$ cat src/rtl/alu_arbiter.sv
// alu_arbiter: round-robin front end sharing one combinational ALU between two requesters.
// Define ALU_ARB_FLAGCTX_EN for private per-requester flag contexts; default is one shared register.
module alu_arbiter #(
  parameter int DW = 32
) (
  input  logic          clk,
  input  logic          rst,
  input  logic          req0_valid,
  output logic          req0_ready,
  input  logic [DW-1:0] req0_a,
  input  logic [DW-1:0] req0_b,
  input  logic [5:0]    req0_op,
  input  logic          req1_valid,
  output logic          req1_ready,
  input  logic [DW-1:0] req1_a,
  input  logic [DW-1:0] req1_b,
  input  logic [5:0]    req1_op,
  output logic          rsp0_valid,
  input  logic          rsp0_ready,
  output logic          rsp1_valid,
  input  logic          rsp1_ready,
  output logic [DW-1:0] rsp_result,
  output logic [7:0]    rsp_flags,
  output logic [DW-1:0] alu_a,
  output logic [DW-1:0] alu_b,
  output logic [5:0]    alu_op,
  output logic [7:0]    alu_flags_in,
  input  logic [DW-1:0] alu_result,
  input  logic [7:0]    alu_flags_out
);

  typedef enum logic [1:0] {
    IDLE,
    EXEC,
    RESP
  } state_t;

  state_t        r_state;
  logic          r_last;
  logic          r_gnt;
  logic [DW-1:0] r_a;
  logic [DW-1:0] r_b;
  logic [5:0]    r_op;
  logic [DW-1:0] r_result;
  logic [7:0]    r_flags;

`ifdef ALU_ARB_FLAGCTX_EN
  logic [7:0]    r_ctx0;
  logic [7:0]    r_ctx1;
`else
  logic [7:0]    r_ctx;
`endif

  logic w_idle;
  logic w_resp;
  logic w_win0;
  logic w_win1;
  logic w_acc0;
  logic w_acc1;
  logic w_done;

  // last_grant=1 means requester 0 wins a tie
  assign w_win0 = req0_valid & (~req1_valid | r_last);
  assign w_win1 = req1_valid & (~req0_valid | ~r_last);

  assign w_idle = (r_state == IDLE) & ~rst;
  assign w_resp = (r_state == RESP) & ~rst;

  assign req0_ready = w_idle & w_win0;
  assign req1_ready = w_idle & w_win1;

  assign w_acc0 = req0_valid & req0_ready;
  assign w_acc1 = req1_valid & req1_ready;

  assign rsp0_valid = w_resp & ~r_gnt;
  assign rsp1_valid = w_resp & r_gnt;

  assign w_done = (~r_gnt & rsp0_ready) | (r_gnt & rsp1_ready);

  assign rsp_result = r_result;
  assign rsp_flags  = r_flags;

  assign alu_a  = r_a;
  assign alu_b  = r_b;
  assign alu_op = r_op;

`ifdef ALU_ARB_FLAGCTX_EN
  assign alu_flags_in = r_gnt ? r_ctx1 : r_ctx0;
`else
  assign alu_flags_in = r_ctx;
`endif

  always_ff @(posedge clk) begin
    if (rst) begin
      r_state  <= IDLE;
      r_last   <= 1'b1;
      r_gnt    <= 1'b0;
      r_a      <= '0;
      r_b      <= '0;
      r_op     <= '0;
      r_result <= '0;
      r_flags  <= '0;
`ifdef ALU_ARB_FLAGCTX_EN
      r_ctx0   <= '0;
      r_ctx1   <= '0;
`else
      r_ctx    <= '0;
`endif
    end else begin
      unique case (r_state)
        IDLE: begin
          if (w_acc0 | w_acc1) begin
            r_a     <= w_acc1 ? req1_a  : req0_a;
            r_b     <= w_acc1 ? req1_b  : req0_b;
            r_op    <= w_acc1 ? req1_op : req0_op;
            r_gnt   <= w_acc1;
            r_last  <= w_acc1;
            r_state <= EXEC;
          end
        end
        EXEC: begin
          r_result <= alu_result;
          r_flags  <= alu_flags_out;
`ifdef ALU_ARB_FLAGCTX_EN
          if (r_gnt) r_ctx1 <= alu_flags_out;
          else       r_ctx0 <= alu_flags_out;
`else
          r_ctx    <= alu_flags_out;
`endif
          r_state  <= RESP;
        end
        RESP: begin
          if (w_done) r_state <= IDLE;
        end
        default: r_state <= IDLE;
      endcase
    end
  end

endmodule
$ cat config.mk
export PLATFORM = sky130hd
export DESIGN_NAME = alu_arbiter
export DESIGN_NICKNAME = d
export VERILOG_FILES = /design/src/rtl/alu_arbiter.sv
export SDC_FILE = /design/constraint.sdc
export NUM_CORES = 1
export LEC_CHECK = 0
export BUFFER_PORTS_ARGS = -buffer_cell sky130_fd_sc_hd__buf_2
export CAP_MARGIN = 20
export CELL_PAD_IN_SITES_DETAIL_PLACEMENT = 2
export CELL_PAD_IN_SITES_GLOBAL_PLACEMENT = 2
export CORE_MARGIN = 5
export CORE_UTILIZATION = 27
export CTS_CLUSTER_DIAMETER = 100
export CTS_CLUSTER_SIZE = 12
export DETAILED_ROUTE_END_ITERATION = 16
export PLACE_DENSITY = 0.94
export SYNTH_ARGS = -nofsm -noshare
export SYNTH_HDL_FRONTEND = slang
export SYNTH_SLANG_ARGS = --single-unit
$ cat constraint.sdc
create_clock -name clk -period 4.4 [get_ports clk]
set_clock_uncertainty 0.2 [all_clocks]
set_input_delay 0 -clock clk [delete_from_list [all_inputs] [get_ports clk]]
set_output_delay 0 -clock clk [all_outputs]
set_load 0.05 [all_outputs]
==> impl_metrics.py <==
metrics = {
    "power_and_ir_drop": {
        "p_switching_mw": 1.42,
        "ir_drop_v": 0.000212,
        "pwr-share-clk_pct": 38.0,
        "p_sw_share_pct": 36.7,
        "seqPwrFrac_pct": 30.6,
        "cellPowerDensity_nw_per_um2": 400,
        "p_int_mw": 2.46,
        "leakagePower_nw": 4.12,
        "power_frac_comb_pct": 31.4,
    },
    "hold_path": {
        "min_path_type": "input pin to register",
    },
    "finish": {
        "nets": 1249,
        "layout_commonest_cell": "buf_2",
        "final-seq-area_um2": 2280,
        "fin_util_pct": 46.4,
        "drive_gt1_share_pct": 43.5,
        "area_growth_pct": 70.4,
        "fillers": 2230,
        "mostFrequentLayoutCells": "306 x buf_2, 190 x dlygate4sd3_1, 114 x dfxtp_1, 111 x a21oi_1, 80 x nand2_1",
        "multi_input_area_um2": 2920,
        "fin_area_um2": 9700,
    },
    "die": {
        "pin_count": 308,
        "coreArea_um2": 20900,
        "die-width_um": 155,
        "dieArea_um2": 24100,
        "fp-row-count": 53,
        "die_h_um": 155,
        "start_util_pct": 27.3,
    },
    "timing": {
        "slew_viol_final": 0,
        "worst_slew_pin_slew_ps": 1130,
        "fmax_mhz": 276,
        "slew_headroom_pct": 24.6,
        "setup_ws_ps": 782,
        "hold_violations": 0,
        "period_needed_ps": 3620,
        "rsz0062_at_grt": "false",
        "finalSetupViolations": 0,
        "fin_tns_setup_ps": 0,
        "period_share_pct": 82.2,
    },
    "route": {
        "drc_errors": 0,
        "wl_per_cell_um": 24.7,
        "num_vias": 7070,
        "wl_um": 33600,
        "vias_per_cell": 5.21,
        "first_pass_iters": 4,
        "antenna_left": 0,
        "dr.first_iter.drc_count": 234,
    },
    "logic_synthesis": {
        "synthesis.area_um2": 5690,
        "syn_inst": 620,
        "synth_top_area_share_pct": 40.1,
        "yosys.area.top_type": "dfxtp_1",
        "yosysWarnings": 0,
        "synth_seq_cells": 114,
        "avgSynthCellArea_um2": 9.18,
        "syn_nets": 806,
        "yosysSeqAreaShare_pct": 40.1,
        "synth_cell_type_count": 28,
        "synthTopCellsByArea": "dfxtp_1 40%, a311oi_2 18%, a21oi_1 9.8%",
    },
    "grt": {
        "grt-ovfl-total": 0,
        "grt_max_degree": 88,
        "grt_pass1_vias": 8211,
        "grtUsageTotal_pct": 27.1,
        "grt_pass1_wl_um": 50400,
        "antenna_found_initial": 5,
    },
    "setup_path": {
        "cpMostUsedCell": "buf_4",
        "crit_chain": "nor3_4 > buf_4 > buf_4 > nand3_1 > a311oi_1 > dlygate4sd3_1",
        "cp_max_fo": 87,
        "path_class": "register to register",
        "critPathSlowestCell": "buf_4",
        "end_kind": "register",
        "critPathRequiredTime_ps": 4560,
        "slowest_delay_ps": 830,
        "critPathArrivalTime_ps": 3780,
        "startpoint_type": "register",
    },
    "clock_tree": {
        "clk_pin_slew_ps": 60,
        "clk_latency_ps": 410,
        "cts_tree": "done",
        "cts_sinks": 114,
        "clock_path_buffers": 2,
        "cts_root_buffer": "clkbuf_16",
        "numCtsBuffers": 17,
        "htree_levels": 4,
    },
    "placed_design": {
        "dp_slack_ps": 1580,
        "gp_congestion": 0.769,
        "io_buffers": 307,
        "hpwl_um": 16700,
        "place_area_um2": 7170,
    },
    "flow_run": {
        "maxCapViolations": 0,
    },
    "outcome": {
        "status": "completed",
    },
}
==> flip-flops by register name (all words and copies together), names as in the netlist <==
| signal | cells |
|---|---|
| alu_a | 32 |
| alu_b | 32 |
| rsp_result | 32 |
| alu_flags_in | 8 |
| alu_op | 6 |
| r_state | 2 |
| r_gnt | 1 |
| r_last | 1 |
==> logic make-up (layout without fill, tap and decap cells) <==
family / count (synthesis) / count (layout) / share of synthesized area, %
muxes: 1 / 1 / 0.198
AOI/OAI and AO/OA: 257 / 257 / 37.9
and+or+nand+nor: 162 / 162 / 12.9
DFF: 114 / 114 / 40.1
buffers and inverters: 86 / 542 / 8.97
other: 0 / 7 / 0
==> area by class of cell <==
cell class | count | share of cell area (%)
Timing Repair Buffer | 508 | 36.3
Multi-Input combinational cell | 420 | 30.0
Sequential cell | 114 | 23.5
Clock buffer | 19 | 4.67
Tap cell | 275 | 3.55
Clock inverter | 13 | 1.64
Antenna cell | 7 | 0.181
Inverter | 2 | 0.0774
==> metrics by stage <==
| step | cells | hold slack, ps | power [mW] |
|---|---|---|---|
| detailed placement | 1129 | 51.2 | 2.20 |
| global route | 1357 | 188 | 4.02 |
| finish | 1358 | 183 | 3.88 |
| global placement | 1129 | 40.9 | 2.17 |
| CTS | 1351 | 157 | 3.84 |
| floorplan | 620 | -64.0 | 1.93 |
==> power groups by stage <==
stage          sequential [mW]  clock (mW)  combinational [mW]
5_1_grt                   1.20        1.54                1.28
3_5_place_dp              1.20           0               0.999
6_report                  1.19        1.47                1.22
4_1_cts                   1.18        1.49                1.17
3_3_place_gp              1.19           0               0.974
2_1_floorplan             1.50           0               0.436
==> Yosys cell counts <==
library cell and number:
a311oi_2 69, nor3_1 1, nor2_1 2, mux2_2 1
inv_1 2, nor2b_1 2, dfxtp_1 114, o21ai_0 1
buf_4 9, buf_1 2, nand2_1 80, a211oi_2 1
and2_4 1, or3_1 1, or2_1 1, nor3_4 1
o21ai_2 40, o22ai_1 1, a21boi_4 1, buf_2 21
a21bo_1 1, a21oi_1 111, a311oi_1 1, clkbuf_1 35
nand2b_1 3, o21ai_1 31, nand3_1 70, buf_6 17
==> worst max-delay path, delay by kind of cell (launching register included) <==
family                 cells  cell delay (ps)
AND/OR/NAND/NOR            2              500
buffers and inverters      3             1960
flip-flops                 1              370
AO/OA/AOI/OAI              1              400
==> path summary, 6_finish.rpt <==
check,endpoint,slack (ps),from,depth (start not counted)
max,alu_b[30],780,r_state[1],6
min,alu_flags_in[3],180,alu_flags_out[3],4
max reg2reg,alu_b[30],780,r_state[1],6
min reg2reg,rsp_result[31],250,rsp_result[31],2
==> per-layer routing <==
metal,vias to the layer above,share of wire [%],global-route usage [%]
met1,3518,37,28.9
met3,73,5.5,6.82
met4,0,4.0,12.0
met2,290,53,50.1
met5,-,0,0
li1,3189,-,-
==> timing repair <==
| action | CTS | global route |
|---|---|---|
| hold endpoints to repair | 113 | 0 |
| gates resized for setup | 0 | 0 |
| hold buffers | 190 | 0 |
| buffers inserted | 0 | 0 |
Power figures use the tool's default switching activity.
